### src/rtl/spike_event_encoder.sv
// Spike-to-address-event encoder: time-stamps per-column spike pulses, arbitrates them
// lowest-column-first into an event FIFO, and drains it over a valid/ready handshake.
module spike_event_encoder #(
  parameter int unsigned  NUM_COLS   = 32,
  parameter int unsigned  TS_WIDTH   = 16,
  parameter int unsigned  FIFO_DEPTH = 16,
  localparam int unsigned AW         = $clog2(NUM_COLS),
  localparam int unsigned LW         = $clog2(FIFO_DEPTH) + 1
) (
  input  logic                clk,
  input  logic                reset,
  input  logic                enable,
  input  logic [NUM_COLS-1:0] spike_in,
  output logic                event_valid,
  input  logic                event_ready,
  output logic [AW-1:0]       event_addr,
  output logic [TS_WIDTH-1:0] event_time,
  output logic [LW-1:0]       fifo_level,
  output logic [15:0]         drop_count
);

  localparam int unsigned PW = $clog2(FIFO_DEPTH);
  localparam int unsigned DW = AW + TS_WIDTH;

  logic [TS_WIDTH-1:0] timer_q, timer_d;
  logic [NUM_COLS-1:0] pending_q, pending_d;
  logic [TS_WIDTH-1:0] ts_q [NUM_COLS];
  logic [DW-1:0]       mem_q [FIFO_DEPTH];
  logic [PW:0]         wptr_q, wptr_d, rptr_q, rptr_d;
  logic [LW-1:0]       level_q, level_d;
  logic                valid_q, valid_d;
  logic [DW-1:0]       head_q, head_d;
  logic [15:0]         drop_q, drop_d;

  logic                fifo_empty, fifo_full, pop, can_push, push;
  logic                gnt_found;
  logic [AW-1:0]       gnt_idx;
  logic [NUM_COLS-1:0] gnt_mask, spk, accept, dropped;
  logic [AW:0]         n_drop;
  logic [16:0]         drop_sum;
  logic [DW-1:0]       push_data;
  logic [PW-1:0]       rd_idx;

  // FIFO status from wrap-bit pointers
  always_comb begin
    fifo_empty = (wptr_q == rptr_q);
    fifo_full  = (wptr_q[PW] != rptr_q[PW]) && (wptr_q[PW-1:0] == rptr_q[PW-1:0]);
    pop        = valid_q && event_ready;
    can_push   = !fifo_full || pop;
  end

  // Lowest-index pending column wins the single push slot
  always_comb begin
    gnt_found = 1'b0;
    gnt_idx   = '0;
    for (int unsigned i = 0; i < NUM_COLS; i++) begin
      if (pending_q[i] && !gnt_found) begin
        gnt_found = 1'b1;
        gnt_idx   = AW'(i);
      end
    end
    push      = gnt_found && can_push;
    gnt_mask  = push ? (NUM_COLS'(1) << gnt_idx) : '0;
    push_data = {gnt_idx, ts_q[gnt_idx]};
  end

  // A column being granted this cycle can accept a fresh spike; otherwise a busy column drops it
  always_comb begin
    spk       = enable ? spike_in : '0;
    accept    = spk & (~pending_q | gnt_mask);
    dropped   = spk & pending_q & ~gnt_mask;
    pending_d = (pending_q & ~gnt_mask) | accept;
    n_drop    = '0;
    for (int unsigned i = 0; i < NUM_COLS; i++) begin
      n_drop = n_drop + (AW+1)'(dropped[i]);
    end
    drop_sum = {1'b0, drop_q} + 17'(n_drop);
    drop_d   = drop_sum[16] ? 16'hFFFF : drop_sum[15:0];
    timer_d  = enable ? timer_q + TS_WIDTH'(1) : timer_q;
  end

  // Next pointers and a registered copy of the next head entry
  always_comb begin
    wptr_d  = wptr_q + (PW+1)'(push);
    rptr_d  = rptr_q + (PW+1)'(pop);
    level_d = LW'(wptr_d - rptr_d);
    valid_d = (wptr_d != rptr_d);
    rd_idx  = rptr_d[PW-1:0];
    head_d  = head_q;
    if (valid_d) begin
      if (push && (wptr_q[PW-1:0] == rd_idx)) begin
        head_d = push_data;
      end else begin
        head_d = mem_q[rd_idx];
      end
    end
  end

  always_ff @(posedge clk) begin
    if (reset) begin
      timer_q   <= '0;
      pending_q <= '0;
      wptr_q    <= '0;
      rptr_q    <= '0;
      level_q   <= '0;
      valid_q   <= 1'b0;
      head_q    <= '0;
      drop_q    <= '0;
    end else begin
      timer_q   <= timer_d;
      pending_q <= pending_d;
      wptr_q    <= wptr_d;
      rptr_q    <= rptr_d;
      level_q   <= level_d;
      valid_q   <= valid_d;
      head_q    <= head_d;
      drop_q    <= drop_d;
    end
  end

  // Storage needs no reset: pending bits and pointers qualify every read
  always_ff @(posedge clk) begin
    for (int unsigned i = 0; i < NUM_COLS; i++) begin
      if (accept[i]) begin
        ts_q[i] <= timer_q;
      end
    end
    if (push) begin
      mem_q[wptr_q[PW-1:0]] <= push_data;
    end
  end

  assign event_valid = valid_q;
  assign event_addr  = head_q[DW-1:TS_WIDTH];
  assign event_time  = head_q[TS_WIDTH-1:0];
  assign fifo_level  = level_q;
  assign drop_count  = drop_q;

endmodule

### config.mk
export PLATFORM = sky130hd
export DESIGN_NAME = spike_event_encoder
export DESIGN_NICKNAME = d
export VERILOG_FILES = /design/src/rtl/spike_event_encoder.sv
export SDC_FILE = /design/constraint.sdc
export NUM_CORES = 1
export LEC_CHECK = 0
export CORE_ASPECT_RATIO = 0.7
export CORE_MARGIN = 2
export CORE_UTILIZATION = 45
export DETAILED_ROUTE_END_ITERATION = 12
export GPL_ROUTABILITY_DRIVEN = 0
export PLACE_DENSITY_LB_ADDON = 0.2
export SLEW_MARGIN = 10
export SYNTH_ARGS = -nofsm -noshare
export SYNTH_HDL_FRONTEND = slang
export SYNTH_SLANG_ARGS = --single-unit
### constraint.sdc
create_clock -name clk -period 20.1 [get_ports clk]
set_input_delay 3.015 -clock clk [delete_from_list [all_inputs] [get_ports clk]]
set_output_delay 3.015 -clock clk [all_outputs]
set_load 0.02 [all_outputs]
# --- Yosys cells after proc, flatten, opt, wreduce, memory -nomap -nowiden ---
# Memories as Yosys holds them, arrays and structs flattened. A register that Yosys moved wholly into a read port is not among the register bits.
# Index checks and enable logic that the tools add are counted.
word_totals:
  memories: 2
  mem_bits_rw: 848
  register_bits: 80
  wordCells: 256
  in_bits: 36
  output_inout_bits: 43
op_classes:
  addsub: 36
  reduce_logical: 67
  bitwise_logic: 8
  n_mux: 132
  shifts: 1
  eq_ne: 3
memory_table:
  columns: ["name", "depth", "word_bits", "rd", "rd_clocked_by_memory_dff", "wr", "line_no", "source"]
  rows:
  - ["ts_q", 32, 16, 1, 0, 32, "27", "logic [TS_WIDTH-1:0] ts_q [NUM_COLS];"]
  - ["mem_q", 16, 21, 1, 1, 1, "28", "logic [DW-1:0] mem_q [FIFO_DEPTH];"]
ops:
  columns: ["operator", "count"]
  rows:
  - ["$add A6 B1 Y6", 26]
  - ["$mux W5", 30]
  - ["$and A32 B32 Y32", 4]
  - ["$mux W1", 99]
  - ["$mux W32", 2]
  - ["$not A32 Y32", 2]
  - ["$or A32 B32 Y32", 2]
  - ["$logic_and A1 B1 Y1", 34]
  - ["$logic_not A1 Y1", 32]
  - ["$shl A1 B5 Y32 const A", 1]
  - ["$add A16 B6 Y17", 1]
  - ["$add A16 B1 Y16 const B", 1]
  - ["$mux W16", 1]
  - ["$add A5 B1 Y5", 2]
  - ["$add A5 B1 Y6", 1]
  - ["$add A4 B1 Y5", 1]
  - ["$ne A5 B5 Y1", 1]
  - ["$sub A5 B5 Y5", 1]
  - ["$add A3 B1 Y4", 1]
  - ["$eq A4 B4 Y1", 1]
  - ["$add A2 B1 Y3", 1]
  - ["$add A1 B1 Y2", 1]
  - ["$logic_or A1 B1 Y1", 1]
  - ["$ne A1 B1 Y1", 1]

# --- Logic depth before layout (Yosys ltp) ---
# Gate-level depths: netlist (run 1).
logic_depth:
  depth_word: 131
  ltp_mapped: 33
  depth_no_buf: 31

# --- Worst setup path after synthesis (run 1) ---
# No wires, ideal clock.
synth_timing:
  path_kind: "in2reg"
  start: "input port event_ready"
  end: "register drop_q[0] (netlist: drop_count[0])"
  n_path_buf: 1
  path_slack_ns: 10.550
  setup_ns: 0.132
  t_arrival_ns: 9.418
  t_required_ns: 19.968
  stages: 25
  cell_sequence: "and2_1 > nor3_1 > a21oi_1 > and2_1 > nand2_1 > o21ai_0 > or2_2 > fa_1 > fa_1 > fa_1 > fa_1 > fa_1 > inv_1 > fa_1 > fa_1 > fa_1 > a21o_1 > a21oi_1 > o21bai_1 > a21oi_1 > o21bai_1 > nor2b_1 > nand4_1 > clkbuf_1 > a21oi_1"
synth_via:
  elab_chain_cells: 39
synth_lines:
  columns: ["element", "line_no", "source"]
  rows:
  - ["from (decl)", "15", "input logic event_ready,"]
  - ["$logic_and A1 B1 Y1 (*)", "48", "pop = valid_q && event_ready;"]
  - ["$logic_or A1 B1 Y1 (*)", "49", "can_push = !fifo_full || pop;"]
  - ["$logic_and A1 B1 Y1 (*)", "62", "push = gnt_found && can_push;"]
  - ["$mux W32 (*)", "63", "gnt_mask = push ? (NUM_COLS'(1) << gnt_idx) : '0;"]
  - ["$not A32 Y32 (*)", "71", "dropped = spk & pending_q & ~gnt_mask;"]
  - ["$and A32 B32 Y32 (*)", "71", null]
  - ["$add A1 B1 Y2", "75", "n_drop = n_drop + (AW+1)'(dropped[i]);"]
  - ["$add A2 B1 Y3", "75", null]
  - ["$add A3 B1 Y4", "75", null]
  - ["$add A4 B1 Y5", "75", null]
  - ["$add A5 B1 Y6", "75", null]
  - ["$add A6 B1 Y6 (25 in a row)", "75", null]
  - ["$add A6 B1 Y6 (*)", "75", null]
  - ["$add A16 B6 Y17 (*)", "77", "drop_sum = {1'b0, drop_q} + 17'(n_drop);"]
  - ["$mux W16 (*)", "78", "drop_d = drop_sum[16] ? 16'hFFFF : drop_sum[15:0];"]
  - ["to (signal assigned)", "117", "drop_q <= drop_d;"]
  - ["to (decl)", "33", "logic [15:0] drop_q, drop_d;"]
# Mark *: on every way between the ends. The rest lies on a longest branch, timed or not.
# A chain may end at the register's enable or synchronous reset.

# --- Worst setup path in the final report (run 1) ---
layout_timing:
  start: "input port event_ready"
  end: "register drop_q[9] (netlist: drop_count[9])"
# The elaborated chain is that of the path after synthesis.

==> flow_summary.toml, run 1 <==
[logic_synthesis]
synth_enable_flop_cells = 848
synth_cell_types = 77
post_synth_main_area_contributors = "edfxtp_1 65%, mux4_2 7.3%, dfxtp_1 5.2%"
synth_top_cell_area_share_pct = 65.40
sequential_to_total_area_share_from_yosys_stat_pct = 70.59
syn-instance-count = 2528
synth-seq-cells = 949
ys_warn_count = 0
synth-main-ff-cell = "edfxtp_1"
synth.most_common_cell = "edfxtp_1"
postSynthAreaPerCell_um2 = 15.40
synth_top_area_cell = "edfxtp_1"
synth_area_um2 = 38940
synth.net_count = 2615
ys_async_sr_fraction_pct = 0
post_synth_most_frequent_cells = "848 x edfxtp_1, 362 x nand2_1, 157 x nand3_1"

[place]
placed_cells = 3698
placedInstanceArea_um2 = 41370
post-dp-hpwl_um = 64310
place.port_buffers = 78

[setup_path]
crit_path_end_kind = "flip-flop"
crit_arrival_ns = 11.30
worstPathRequired_ns = 20.61
setup.worst_path.start_class = "input pin"
worstSetupPathType = "input pin to flip-flop"
worst-path-max-fanout = 13

[timing]
post-route-min-period_ns = 10.79
worst_hold_slack_ns = 0.4898
number_of_hold_violations_in_the_final_report = 0
fin_crit_sh_pct = 53.68
tightest_slew_ns = 1.260
final_max_slew_viol_count = 0
fmax_ghz = 0.09268
clock-skew-final_ns = 0.02173
finalSetupViolCount = 0
rsz0062_at_grt = "false"
tns_ns = 0
slew_headroom_pct = 15.89

[clock_tree]
clk_root_buffer_cell = "clkbuf_16"
post_cts_setup_inserts = 0
cts_tree = "yes"
cts_buffer_depth = 3
clkLatencyLatePin_ns = 0.66
cts.repair.resized = 0
cts_made_buffers = 90
clock_slew_seen_by_the_registers_of_the_worst_setup_and_hold_paths_ns = 0.06
ctsHoldBuffers = 0
cts.sink_count = 949
h-tree-depth = 3

[drt]
route.vias.total = 23250
detail_route.iter0.violations = 3139
drt-pass1-iter-count = 6
ant_nets = 0
via_per_inst = 6.015
route.detailed.wl_per_inst_um = 27.75
drt_drc_violations_left = 0
wl_um = 107300

[final_layout]
final-instance-count-excl-fill = 3866
postLayoutCellArea_um2 = 44360
antenna_cells_inserted = 0
areaGrowthSynthToFinish_pct = 13.91
final_layout_net_count = 2727
post_route_cells_drive_above_1_share_pct = 16.90

[die]
floorplan.initialDensity_pct = 45.32
top_level_ports = 79
placeableCoreArea_um2 = 85920
die_height_um = 250.1
row_count = 90
die_x_um = 355.6
die_area_um2 = 88940

[global_routing]
globalRouteTotalUtil_pct = 24.25
number_of_global_route_vias_before_repair = 23060
grt_pass1_wl_um = 156900
antenna_found_initial = 0
maximum_number_of_pins_on_one_net_before_global_route_repair = 76
total_congestion_overflow = 0

[power_and_ir_drop]
power_density_nw_per_um2 = 114.4
power_leakage_nw = 15.34
ir_worst_vdd_mv = 0.08239
overall_power_consumption_w = 0.005076

[flow_run]
max_cap_violations = 0

[outcome]
status = "finished clean"

[min_path]
hold_class = "flip-flop to flip-flop"
[logic make-up after synthesis]
| group | share of synthesized area, % |
|---|---|
| muxes | 9.611 |
| and+or+nand+nor | 9.621 |
| adders and majority gates | 2.159 |
| buffers and inverters | 2.143 |
| xor gates and xnor gates | 0.8998 |
| AOI/OAI and AO/OA | 4.974 |
| DFF | 70.59 |
[through the flow]
step / utilization (%) / setup WS [ns]
CTS: 51.62 / 9.439
global route: 51.62 / 8.867
global placement: 48.15 / 8.987
floorplan: - / 10.55
detailed placement: 48.15 / 8.789
finish: 51.62 / 9.310
[final cells by class]
class | count | area [um2]
Fill cell | 7008 | 41560
Sequential cell | 949 | 27490
Multi-Input combinational cell | 1398 | 10910
Clock buffer | 128 | 2537
Tap cell | 1150 | 1439
Timing Repair Buffer | 155 | 1356
Clock inverter | 40 | 441.7
Inverter | 46 | 180.2
[power breakdown]
group | internal [W] | switching [W] | total (W)
Sequential | 0.00233 | 0.0000428 | 0.00237
Clock | 0.000987 | 0.000736 | 0.00172
Combinational | 0.000345 | 0.000640 | 0.000985
[cell usage in the layout (no fill, tap or decap), types with 8 or more instances in the layout]
| master | n |
|---|---|
| a211oi_1 | 15 |
| a21o_1 | 11 |
| a21oi_1 | 80 |
| a22oi_1 | 11 |
| a311oi_1 | 28 |
| a31oi_1 | 11 |
| and2_1 | 13 |
| and3_1 | 25 |
| buf_4 | 78 |
| bufinv_16 | 8 |
| clkbuf_1 | 26 |
| clkbuf_16 | 92 |
| clkbuf_8 | 10 |
| clkdlybuf4s50_1 | 77 |
| clkinv_2 | 18 |
| dfxtp_1 | 99 |
| edfxtp_1 | 848 |
| fa_1 | 27 |
| ha_1 | 22 |
| inv_1 | 41 |
| mux2_2 | 11 |
| mux2i_1 | 77 |
| mux4_2 | 126 |
| nand2_1 | 362 |
| nand2b_1 | 13 |
| nand3_1 | 157 |
| nand4_1 | 12 |
| nor2_1 | 83 |
| nor2_2 | 13 |
| nor2b_1 | 15 |
| nor2b_2 | 20 |
| nor2b_4 | 12 |
| nor3_1 | 14 |
| o211ai_1 | 10 |
| o21ai_0 | 52 |
| or2_2 | 24 |
| or3_1 | 8 |
| xnor2_1 | 15 |
| xor2_1 | 23 |
[worst max-delay path: stages]
cell,delay [ns]
clkdlybuf4s50_1,0.45
and2_1,0.31
nor3_1,0.18
a21oi_1,0.62
and2_1,0.30
nand2_1,0.14
o21ai_0,0.39
or2_2,0.20
fa_1,0.46
fa_1,0.64
fa_1,0.47
fa_1,0.52
fa_1,0.50
inv_1,0.05
fa_1,0.45
fa_1,0.43
fa_1,0.47
a21o_1,0.19
a21oi_1,0.21
o21bai_1,0.09
a21oi_1,0.22
o21bai_1,0.14
nor2b_1,0.18
nand4_1,0.39
nand3_1,0.13
o21ai_0,0.12
nor2_1,0.06
[worst paths after layout]
check                     start       endpoint  slack (ns)  cells after the start
hold reg to reg       head_q[5]      head_q[5]        0.49                      2
setup reg to reg  pending_q[11]  drop_count[9]       10.27                     29
hold / removal        head_q[5]      head_q[5]        0.49                      2
setup / recovery    event_ready  drop_count[9]        9.31                     27
[per-layer routing]
metal	wire length, um	track usage [%]	part of all wire, %
met1	48950	38.31	46
met2	45810	34.37	43
met3	9992	4.546	9.3
met4	2512	6.320	2.3
met5	0	0	0
[state kept, by name (all words and copies together) (netlist names)]
signal	count
fifo_level	5
pending_q	32
timer_q	16
rptr_q	5
event_valid	1
wptr_q	5
mem_q	336
ts_q	512
drop_count	16
head_q	21
(Power assumes the default switching activity.)
==> inputs of run 2 (changes only) <==
==> constraint.sdc (replaced) <==
create_clock -name clk -period 9.6 [get_ports clk]
set_input_delay 1.44 -clock clk [delete_from_list [all_inputs] [get_ports clk]]
set_output_delay 1.44 -clock clk [all_outputs]
set_load 0.02 [all_outputs]
==> run 2 against run 1 <==
Net effect:
- via count shrank 0.48%
- global-route usage is 0.13 points lower
- critical endpoint unchanged
- highest routed layer unchanged
- clock power is 110% higher
- combinational power rose by 110%
- clock skew increased by 0.0050 ns
- final cell count increased by 0.34%
- sequential share of layout area decreased by 0.096 points
- setup slack lost 8.7 ns
- critical path type is now flip-flop to flip-flop
- sequential power rose by 110%
- hold slack better by 0.016 ns
- design area up 0.16%
==> flow_summary.toml, run 2 (synthesis results as in run 1) <==
[min_path]
min_delay_path_depth = 2
min_delay_worst_endpoint = "head_q[5]"
hold_class = "flip-flop to flip-flop"
timing.hold.worst.start = "head_q[5]"

[setup_path]
critical_r2r_capture = "drop_count[9]"
rrSetupSlack_ns = 0.60
worstReg2RegStart = "pending_q[11]"
worstSetupPathType = "flip-flop to flip-flop"
crit_arrival_ns = 9.52
crit_path_end_kind = "flip-flop"
setup.worst_path.start_class = "flip-flop"
ff2ff_path_depth = 27
worst-path-max-fanout = 12
worstPathRequired_ns = 10.11

[timing]
final.setup.worst_slack_ns = 0.5983
final_max_slew_viol_count = 0
clock-skew-final_ns = 0.02673
tightest_slew_ns = 1.291
slew_headroom_pct = 13.84
tns_ns = 0
finalSetupViolCount = 0
rsz0062_at_grt = "false"
post-route-min-period_ns = 9.002
fmax_ghz = 0.1111
number_of_hold_violations_in_the_final_report = 0
fin_crit_sh_pct = 93.77

[final_layout]
layout.cells.most_common = "edfxtp_1"
final_layout_net_count = 2740
postLayoutCellArea_um2 = 44420
top_register = "ts_q"
layout_common_cells = "848 x edfxtp_1, 362 x nand2_1, 157 x nand3_1, 126 x mux4_2, 99 x dfxtp_1"
antenna_cells_inserted = 0
post_route_cells_drive_above_1_share_pct = 17.30
number_of_flip_flops_under_the_largest_register_name = 512
areaGrowthSynthToFinish_pct = 14.09
nFillCells = 7020

[power_and_ir_drop]
sw_power_w = 0.002963
intPower_w = 0.007639
power_leakage_nw = 15.38
power.clock.fraction_pct = 33.8
seq_power_share_pct = 46.8
power_density_nw_per_um2 = 238.7
ir_worst_vdd_mv = 0.1450
power.switching_fraction_pct = 27.95
combPwrFrac_pct = 19.5

[clock_tree]
cts.repair.resized = 0
h-tree-depth = 3
clkLatencyLatePin_ns = 0.66
ctsHoldBuffers = 0
clk_root_buffer_cell = "clkbuf_16"
cts_tree = "yes"
cts.sink_count = 949
cts_made_buffers = 91
clock_slew_seen_by_the_registers_of_the_worst_setup_and_hold_paths_ns = 0.06
cts_buffer_depth = 3
post_cts_setup_inserts = 0

[global_routing]
grt_pass1_wl_um = 155600
antenna_found_initial = 0
number_of_global_route_vias_before_repair = 22880
total_congestion_overflow = 0
maximum_number_of_pins_on_one_net_before_global_route_repair = 150
globalRouteTotalUtil_pct = 24.12

[place]
pre_cts_ws_ns = 0.5308
placedInstanceArea_um2 = 41450
post-dp-hpwl_um = 63990
place.port_buffers = 78

[die]
top_level_ports = 79
die_x_um = 355.6
row_count = 90
die_height_um = 250.1
floorplan.initialDensity_pct = 45.32
placeableCoreArea_um2 = 85920
die_area_um2 = 88940

[drt]
via_per_inst = 5.966
detail_route.iter0.violations = 3203
drt_drc_violations_left = 0
wl_um = 107100
ant_nets = 0
route.detailed.wl_per_inst_um = 27.60
drt-pass1-iter-count = 6
route.vias.total = 23140

[flow_run]
max_cap_violations = 0

[outcome]
status = "finished clean"
## run 2: changes by cell type in the layout (fill, tap and decap cells not counted), moves of 2 or more
cell / previous run / this run
buf_4: 78 / 89
clkbuf_1: 26 / 21
clkinv_1: 7 / 11
clkinv_2: 18 / 22
nor2b_2: 20 / 24
nor2b_4: 12 / 8
clkbuf_16: 92 / 95
bufinv_16: 8 / 6
clkbuf_8: 10 / 8
## run 2: area by class of cell
cell class	instances	area (um2)	area share, %
timing repair buffer	167	1459	3.284
tap	1150	1439	3.239
sequential	949	27490	61.88
inverter	46	180.2	0.4056
clock inverter	45	402.9	0.9069
multi-input combinational	1398	10890	24.51
clock buffer	124	2566	5.777
## run 2: critical path: stages, from the launching register on
cell and delay, ns:
dfxtp_1 0.33, or4_4 0.58, or3_1 0.38, o31ai_1 0.46, a22oi_1 0.23, nand3_1 0.61
o21ai_0 0.30, or2_2 0.36, fa_1 0.50, fa_1 0.62, fa_1 0.47, fa_1 0.50
fa_1 0.49, inv_1 0.05, fa_1 0.45, fa_1 0.43, fa_1 0.47, a21o_1 0.19
a21oi_1 0.21, o21bai_1 0.10, a21oi_1 0.24, o21bai_1 0.13, nor2b_1 0.18, nand4_1 0.15
buf_4 0.20, nand3_1 0.08, o21ai_0 0.08, nor2_1 0.05
## run 2: worst max-delay path by stage
| stage | startpoint | endpoint | cells after the start |
|---|---|---|---|
| 2_1_floorplan | pending_q[11] | drop_count[0] | 30 |
| 3_3_place_gp | event_ready | drop_count[9] | 29 |
| 3_5_place_dp | event_ready | drop_count[9] | 29 |
| 4_1_cts | pending_q[11] | drop_count[9] | 27 |
| 5_1_grt | pending_q[11] | drop_count[9] | 27 |
| 6_report | pending_q[11] | drop_count[9] | 27 |
## run 2: stage by stage
| stage | cells | total power, W | hold slack (ns) | util [%] |
|---|---|---|---|---|
| after global placement | 3710 | 0.007064 | 0.4904 | 48.25 |
| after floorplan | 2528 | 0.006319 | 0.5157 | - |
| after global routing | 3879 | 0.01099 | 0.5286 | 51.70 |
| final | 3879 | 0.01060 | 0.5057 | 51.70 |
| after CTS | 3879 | 0.01066 | 0.5003 | 51.70 |
| after detailed placement | 3710 | 0.007107 | 0.4861 | 48.25 |
## run 2: power by group through the flow
stage / registers, W / logic (W) / clock network (W)
after floorplan: 0.00507 / 0.00125 / 0
after global placement: 0.00503 / 0.00203 / 0
after detailed placement: 0.00505 / 0.00206 / 0
after CTS: 0.00496 / 0.00207 / 0.00363
after global routing: 0.00497 / 0.00223 / 0.00379
final: 0.00496 / 0.00206 / 0.00358
## run 2: metal layers
metal	up-vias	track usage, %	share of wire, %
met2	1188	34.91	43
met4	0	5.981	2.4
met3	161	5.224	9.8
met1	11870	37.09	44
li1	9919	-	-
met5	-	0	0
